--- config.mk ---
export PLATFORM = sky130hd
export DESIGN_NAME = multicycle_control
export DESIGN_NICKNAME = d
export VERILOG_FILES = /design/src/rtl/multicycle_control.sv
export SDC_FILE = /design/constraint.sdc
export NUM_CORES = 1
export LEC_CHECK = 0
export CAP_MARGIN = 20
export CELL_PAD_IN_SITES_DETAIL_PLACEMENT = 1
export CELL_PAD_IN_SITES_GLOBAL_PLACEMENT = 1
export CORE_UTILIZATION = 30
export CTS_BUF_LIST = sky130_fd_sc_hd__clkbuf_2
export CTS_CLUSTER_DIAMETER = 60
export DETAILED_ROUTE_END_ITERATION = 6
export HOLD_SLACK_MARGIN = 0.03
export PLACE_DENSITY = 0.95
export SYNTH_ARGS = -nofsm -noshare
export SYNTH_HDL_FRONTEND = slang
export SYNTH_SLANG_ARGS = --single-unit
export TNS_END_PERCENT = 30
--- constraint.sdc ---
create_clock -name CLK -period 2.15 [get_ports CLK]
set_input_delay 0.3225 -clock CLK [delete_from_list [all_inputs] [get_ports CLK]]
set_output_delay 0.3225 -clock CLK [all_outputs]
set_load 0.005 [all_outputs]
--- src/rtl/multicycle_control.sv ---
// Moore control FSM for a multicycle MIPS-style datapath.
// Optional macro BNE_EN adds a branch-not-equal state (BNE = 12).
module multicycle_control (
  input  logic       CLK,
  input  logic       rst,
  input  logic [5:0] Op,
  input  logic       Zero,
  output logic       IorD,
  output logic       MemWrite,
  output logic       IRWrite,
  output logic       RegDst,
  output logic       MemtoReg,
  output logic       RegWrite,
  output logic       ALUSrcA,
  output logic [1:0] ALUSrcB,
  output logic [1:0] ALUOp,
  output logic [1:0] PCSrc,
  output logic       PCEn,
  output logic [3:0] state
);

  typedef enum logic [3:0] {
    FETCH    = 4'd0,
    DECODE   = 4'd1,
    MEMADR   = 4'd2,
    MEMRD    = 4'd3,
    MEMWB    = 4'd4,
    MEMWR    = 4'd5,
    EXECUTE  = 4'd6,
    ALUWB    = 4'd7,
    BRANCH   = 4'd8,
    ADDIEXEC = 4'd9,
    ADDIWB   = 4'd10,
    JUMP     = 4'd11,
    BNE      = 4'd12
  } state_e;

  localparam logic [5:0] OP_LW   = 6'b100011;
  localparam logic [5:0] OP_SW   = 6'b101011;
  localparam logic [5:0] OP_RTYP = 6'b000000;
  localparam logic [5:0] OP_BEQ  = 6'b000100;
  localparam logic [5:0] OP_ADDI = 6'b001000;
  localparam logic [5:0] OP_J    = 6'b000010;
`ifdef BNE_EN
  localparam logic [5:0] OP_BNE  = 6'b000101;
`endif

  state_e state_q, state_d;
  logic   run_q;
  logic   pc_write, branch, branch_ne;

  // run_q holds the FSM in FETCH for the first edge after reset release.
  always_ff @(posedge CLK or negedge rst) begin
    if (!rst) begin
      state_q <= FETCH;
      run_q   <= 1'b0;
    end else begin
      run_q <= 1'b1;
      if (run_q) state_q <= state_d;
    end
  end

  always_comb begin
    state_d = FETCH;
    case (state_q)
      FETCH:  state_d = DECODE;
      DECODE: begin
        case (Op)
          OP_LW, OP_SW: state_d = MEMADR;
          OP_RTYP:      state_d = EXECUTE;
          OP_BEQ:       state_d = BRANCH;
          OP_ADDI:      state_d = ADDIEXEC;
          OP_J:         state_d = JUMP;
`ifdef BNE_EN
          OP_BNE:       state_d = BNE;
`endif
          default:      state_d = FETCH;
        endcase
      end
      MEMADR:   state_d = (Op == OP_LW) ? MEMRD : MEMWR;
      MEMRD:    state_d = MEMWB;
      EXECUTE:  state_d = ALUWB;
      ADDIEXEC: state_d = ADDIWB;
      default:  state_d = FETCH;
    endcase
  end

  // Outputs are gated by rst so they clear asynchronously with the reset.
  always_comb begin
    IorD      = 1'b0;
    MemWrite  = 1'b0;
    IRWrite   = 1'b0;
    RegDst    = 1'b0;
    MemtoReg  = 1'b0;
    RegWrite  = 1'b0;
    ALUSrcA   = 1'b0;
    ALUSrcB   = 2'b00;
    ALUOp     = 2'b00;
    PCSrc     = 2'b00;
    pc_write  = 1'b0;
    branch    = 1'b0;
    branch_ne = 1'b0;
    if (rst) begin
      case (state_q)
        FETCH:    begin IRWrite = 1'b1; ALUSrcB = 2'b01; pc_write = 1'b1; end
        DECODE:   ALUSrcB = 2'b11;
        MEMADR:   begin ALUSrcA = 1'b1; ALUSrcB = 2'b10; end
        MEMRD:    IorD = 1'b1;
        MEMWB:    begin RegWrite = 1'b1; MemtoReg = 1'b1; end
        MEMWR:    begin IorD = 1'b1; MemWrite = 1'b1; end
        EXECUTE:  begin ALUSrcA = 1'b1; ALUOp = 2'b10; end
        ALUWB:    begin RegDst = 1'b1; RegWrite = 1'b1; end
        BRANCH:   begin ALUSrcA = 1'b1; ALUOp = 2'b01; PCSrc = 2'b01; branch = 1'b1; end
        ADDIEXEC: begin ALUSrcA = 1'b1; ALUSrcB = 2'b10; end
        ADDIWB:   RegWrite = 1'b1;
        JUMP:     begin PCSrc = 2'b10; pc_write = 1'b1; end
`ifdef BNE_EN
        BNE:      begin ALUSrcA = 1'b1; ALUOp = 2'b01; PCSrc = 2'b01; branch_ne = 1'b1; end
`endif
        default:  ;
      endcase
    end
    PCEn = pc_write | (branch & Zero) | (branch_ne & ~Zero);
  end

  assign state = state_q;

endmodule

==> metrics.yaml <==
outcome:
  outcome: "complete, no violations"
floorplanning:
  die_area_sq_um: 2040
  core_area_sq_um: 1750
  io-pin-count: 27
  die_w_um: 45.2
  initial_utilization: 0.320
  placementRows: 15
  die_y_um: 45.2
routing:
  first_pass_iters: 4
  viasPerCell: 5.46
  route.vias.total: 732
  wl_um: 2140
  wl_per_cell_um: 16.0
  post-route-drc-count: 0
  drtAntennaViolNets: 0
  drt-initial-drc-count: 9
logic_synthesis:
  synth_area_leaders: "dfrtp_1, nor2_1, nand2b_1, o21ai_0, nor3_1"
  async_flop_share: 1.00
  ys_seq_area_frac: 0.224
  ys.flop_type: "dfrtp_1"
  synthCells: 76
  synth.avg_cell_area_sq_um: 7.36
  yosys.area.top_type_share: 0.224
  synth_nets: 85
  ys_ff_latch: 5
  yosysWarnings: 0
  syn_area_sq_um: 559
  synth_edf_count: 0
  yosysUniqueCellTypes: 34
  synth_top_cell_by_area: "dfrtp_1"
cells_and_area:
  finish.net_count: 119
  multi_input_comb_area_sq_um: 417
  layout_common_cells: "clkdlybuf4s50_1, nor2_1, buf_4"
  syn2layout_area_growth_pct: 68.5
  final_design_area_no_fill_sq_um: 942
  antenna_cells: 0
  mostFrequentLayoutCell: "clkdlybuf4s50_1"
  n_fill_cell: 221
  drive_gt1_frac: 0.229
  regArea_sq_um: 129
power_and_ir_drop:
  netSwitchingFraction: 0.390
  total_power_w: 0.000514
  p_leak_nw: 0.357
  combPwrFrac: 0.570
  p_per_area_nw_per_um2: 546
  peakVddDrop_uv: 395
  seqPwrFrac: 0.265
  clkPwrFrac: 0.165
  power.switching_w: 0.000201
  intPower_w: 0.000314
global_routing:
  grt_max_degree: 13
  grt_pass1_vias: 706
  globalRouteTotalUtil: 0.222
  grt_pass1_wl_um: 3260
  antenna_found_initial: 0
  overflow: 0
setup_path:
  r2r_end: "state[0]"
  worst_setup_path_start_kind: "register"
  r2r-start: "state[2]"
  crit_buf_inv: 2
  critPathTopFamily: "buffers and inverters"
  cp-startpoint: "state[0]"
  cp.required_ns: 1.83
  crit_chain: "buf_4 > nand3_1 > nor2_1 > a211o_1 > clkdlybuf4s50_1"
  endpoint_kind: "output pin"
  worstPathArrival_ns: 1.73
  max_stage_delay_ns: 0.45
  path_depth: 5
  reg2reg_depth: 5
  r2r_slack_ns: 0.30
  crit_slowest_cell: "dfrtp_2"
  worstSetupEndpoint: "PCEn"
  path_max_fanout: 7
  path_class: "register to output pin"
hold_path:
  hold_path.class: "primary input to async pin"
cts:
  root_buffer: "clkbuf_2"
  worstSkewPairLatency_ns: 0.21
  cts_max_path_buffers: 2
  cts_sinks: 5
  cts_tree: "yes"
  cts_buffers: 3
  clkTransAtPathRegs_ns: 0.05
  holdBufCountCts: 0
  cts.htree.levels: 1
timing:
  grt_setup_unrepaired: "yes"
  whs_ns: 0.101
  clock_skew_ns: 0.00223
  setup_viol: 0
  fmax_mhz: 487
  final.setup.tns_ns: 0
  period_share: 0.955
  fin_crit_ns: 2.05
  final_hold_viol_count: 0
  slew_violations: 0
place:
  hpwlAfterDp_um: 1640
  gp_congestion: 0.846
  portBuffers: 26
  dpl-instance-area_sq_um: 880
flow_run:
  maxCapViolCount: 0
## state kept, by name, summed over array words and instances, names as in the netlist
signal / cells
state: 4
run_q: 1
## power by group through the flow
stage               combinational (W)   clock, W  sequential [W]
finish                       0.000293  0.0000851        0.000136
global route                 0.000318  0.0000938        0.000139
CTS                          0.000279  0.0000925        0.000130
detailed placement           0.000273          0        0.000131
global placement             0.000259          0        0.000131
floorplan                    0.000142          0        0.000120
## routing by layer
| metal | share of wire | GRT usage |
|---|---|---|
| met1 | 0.43 | 0.288 |
| met2 | 0.51 | 0.394 |
| met3 | 0.042 | 0.00400 |
| met4 | 0.013 | 0.0788 |
| met5 | 0 | 0 |
## cells in the mapped netlist (3+ instances only)
cell      number
nor2_1         9
o21ai_0        6
dfrtp_1        5
nand2b_1       5
nand2_1        4
nor3_1         4
inv_1          3
nand3_1        3
nor4_1         3
o22ai_1        3
## cells by family after synthesis
family                 count (synthesis)  share of synthesized area
XOR/XNOR                               3                     0.0470
buffers and inverters                  9                     0.0895
other                                  1                    0.00670
AND/OR/NAND/NOR                       38                      0.391
AO/OA/AOI/OAI                         20                      0.242
flip-flops                             5                      0.224
## through the flow
stage | instances | utilization | worst slack (ns)
final | 134 | 0.540 | 0.0972
after global routing | 134 | 0.540 | -0.0167
after CTS | 134 | 0.522 | 0.0154
after detailed placement | 130 | 0.504 | -0.0167
after global placement | 130 | 0.504 | 0.0343
after floorplan | 76 | - | 0.620
## what timing repair did
action,in CTS,in global routing
gates resized for setup,2,11
buffers inserted,0,0
setup endpoints to repair,3,10
pin swaps,0,1
## worst min-delay path by stage
| stage | start | to | slack, ns | cells after the start |
|---|---|---|---|---|
| after detailed placement | rst | state[2] | 0.69 | 2 |
| after global routing | rst | state[0] | 0.09 | 2 |
| final | rst | state[0] | 0.10 | 2 |
| after floorplan | rst | run_q | 0.03 | 0 |
| after global placement | rst | run_q | 0.68 | 2 |
| after CTS | rst | state[0] | 0.44 | 2 |
## cell type report
type / instances / area share
Timing Repair Buffer: 35 / 0.355
Sequential cell: 5 / 0.137
Inverter: 3 / 0.0120
Clock buffer: 4 / 0.0212
Tap cell: 25 / 0.0332
Multi-Input combinational cell: 62 / 0.442
Power figures use the tool's default switching activity.
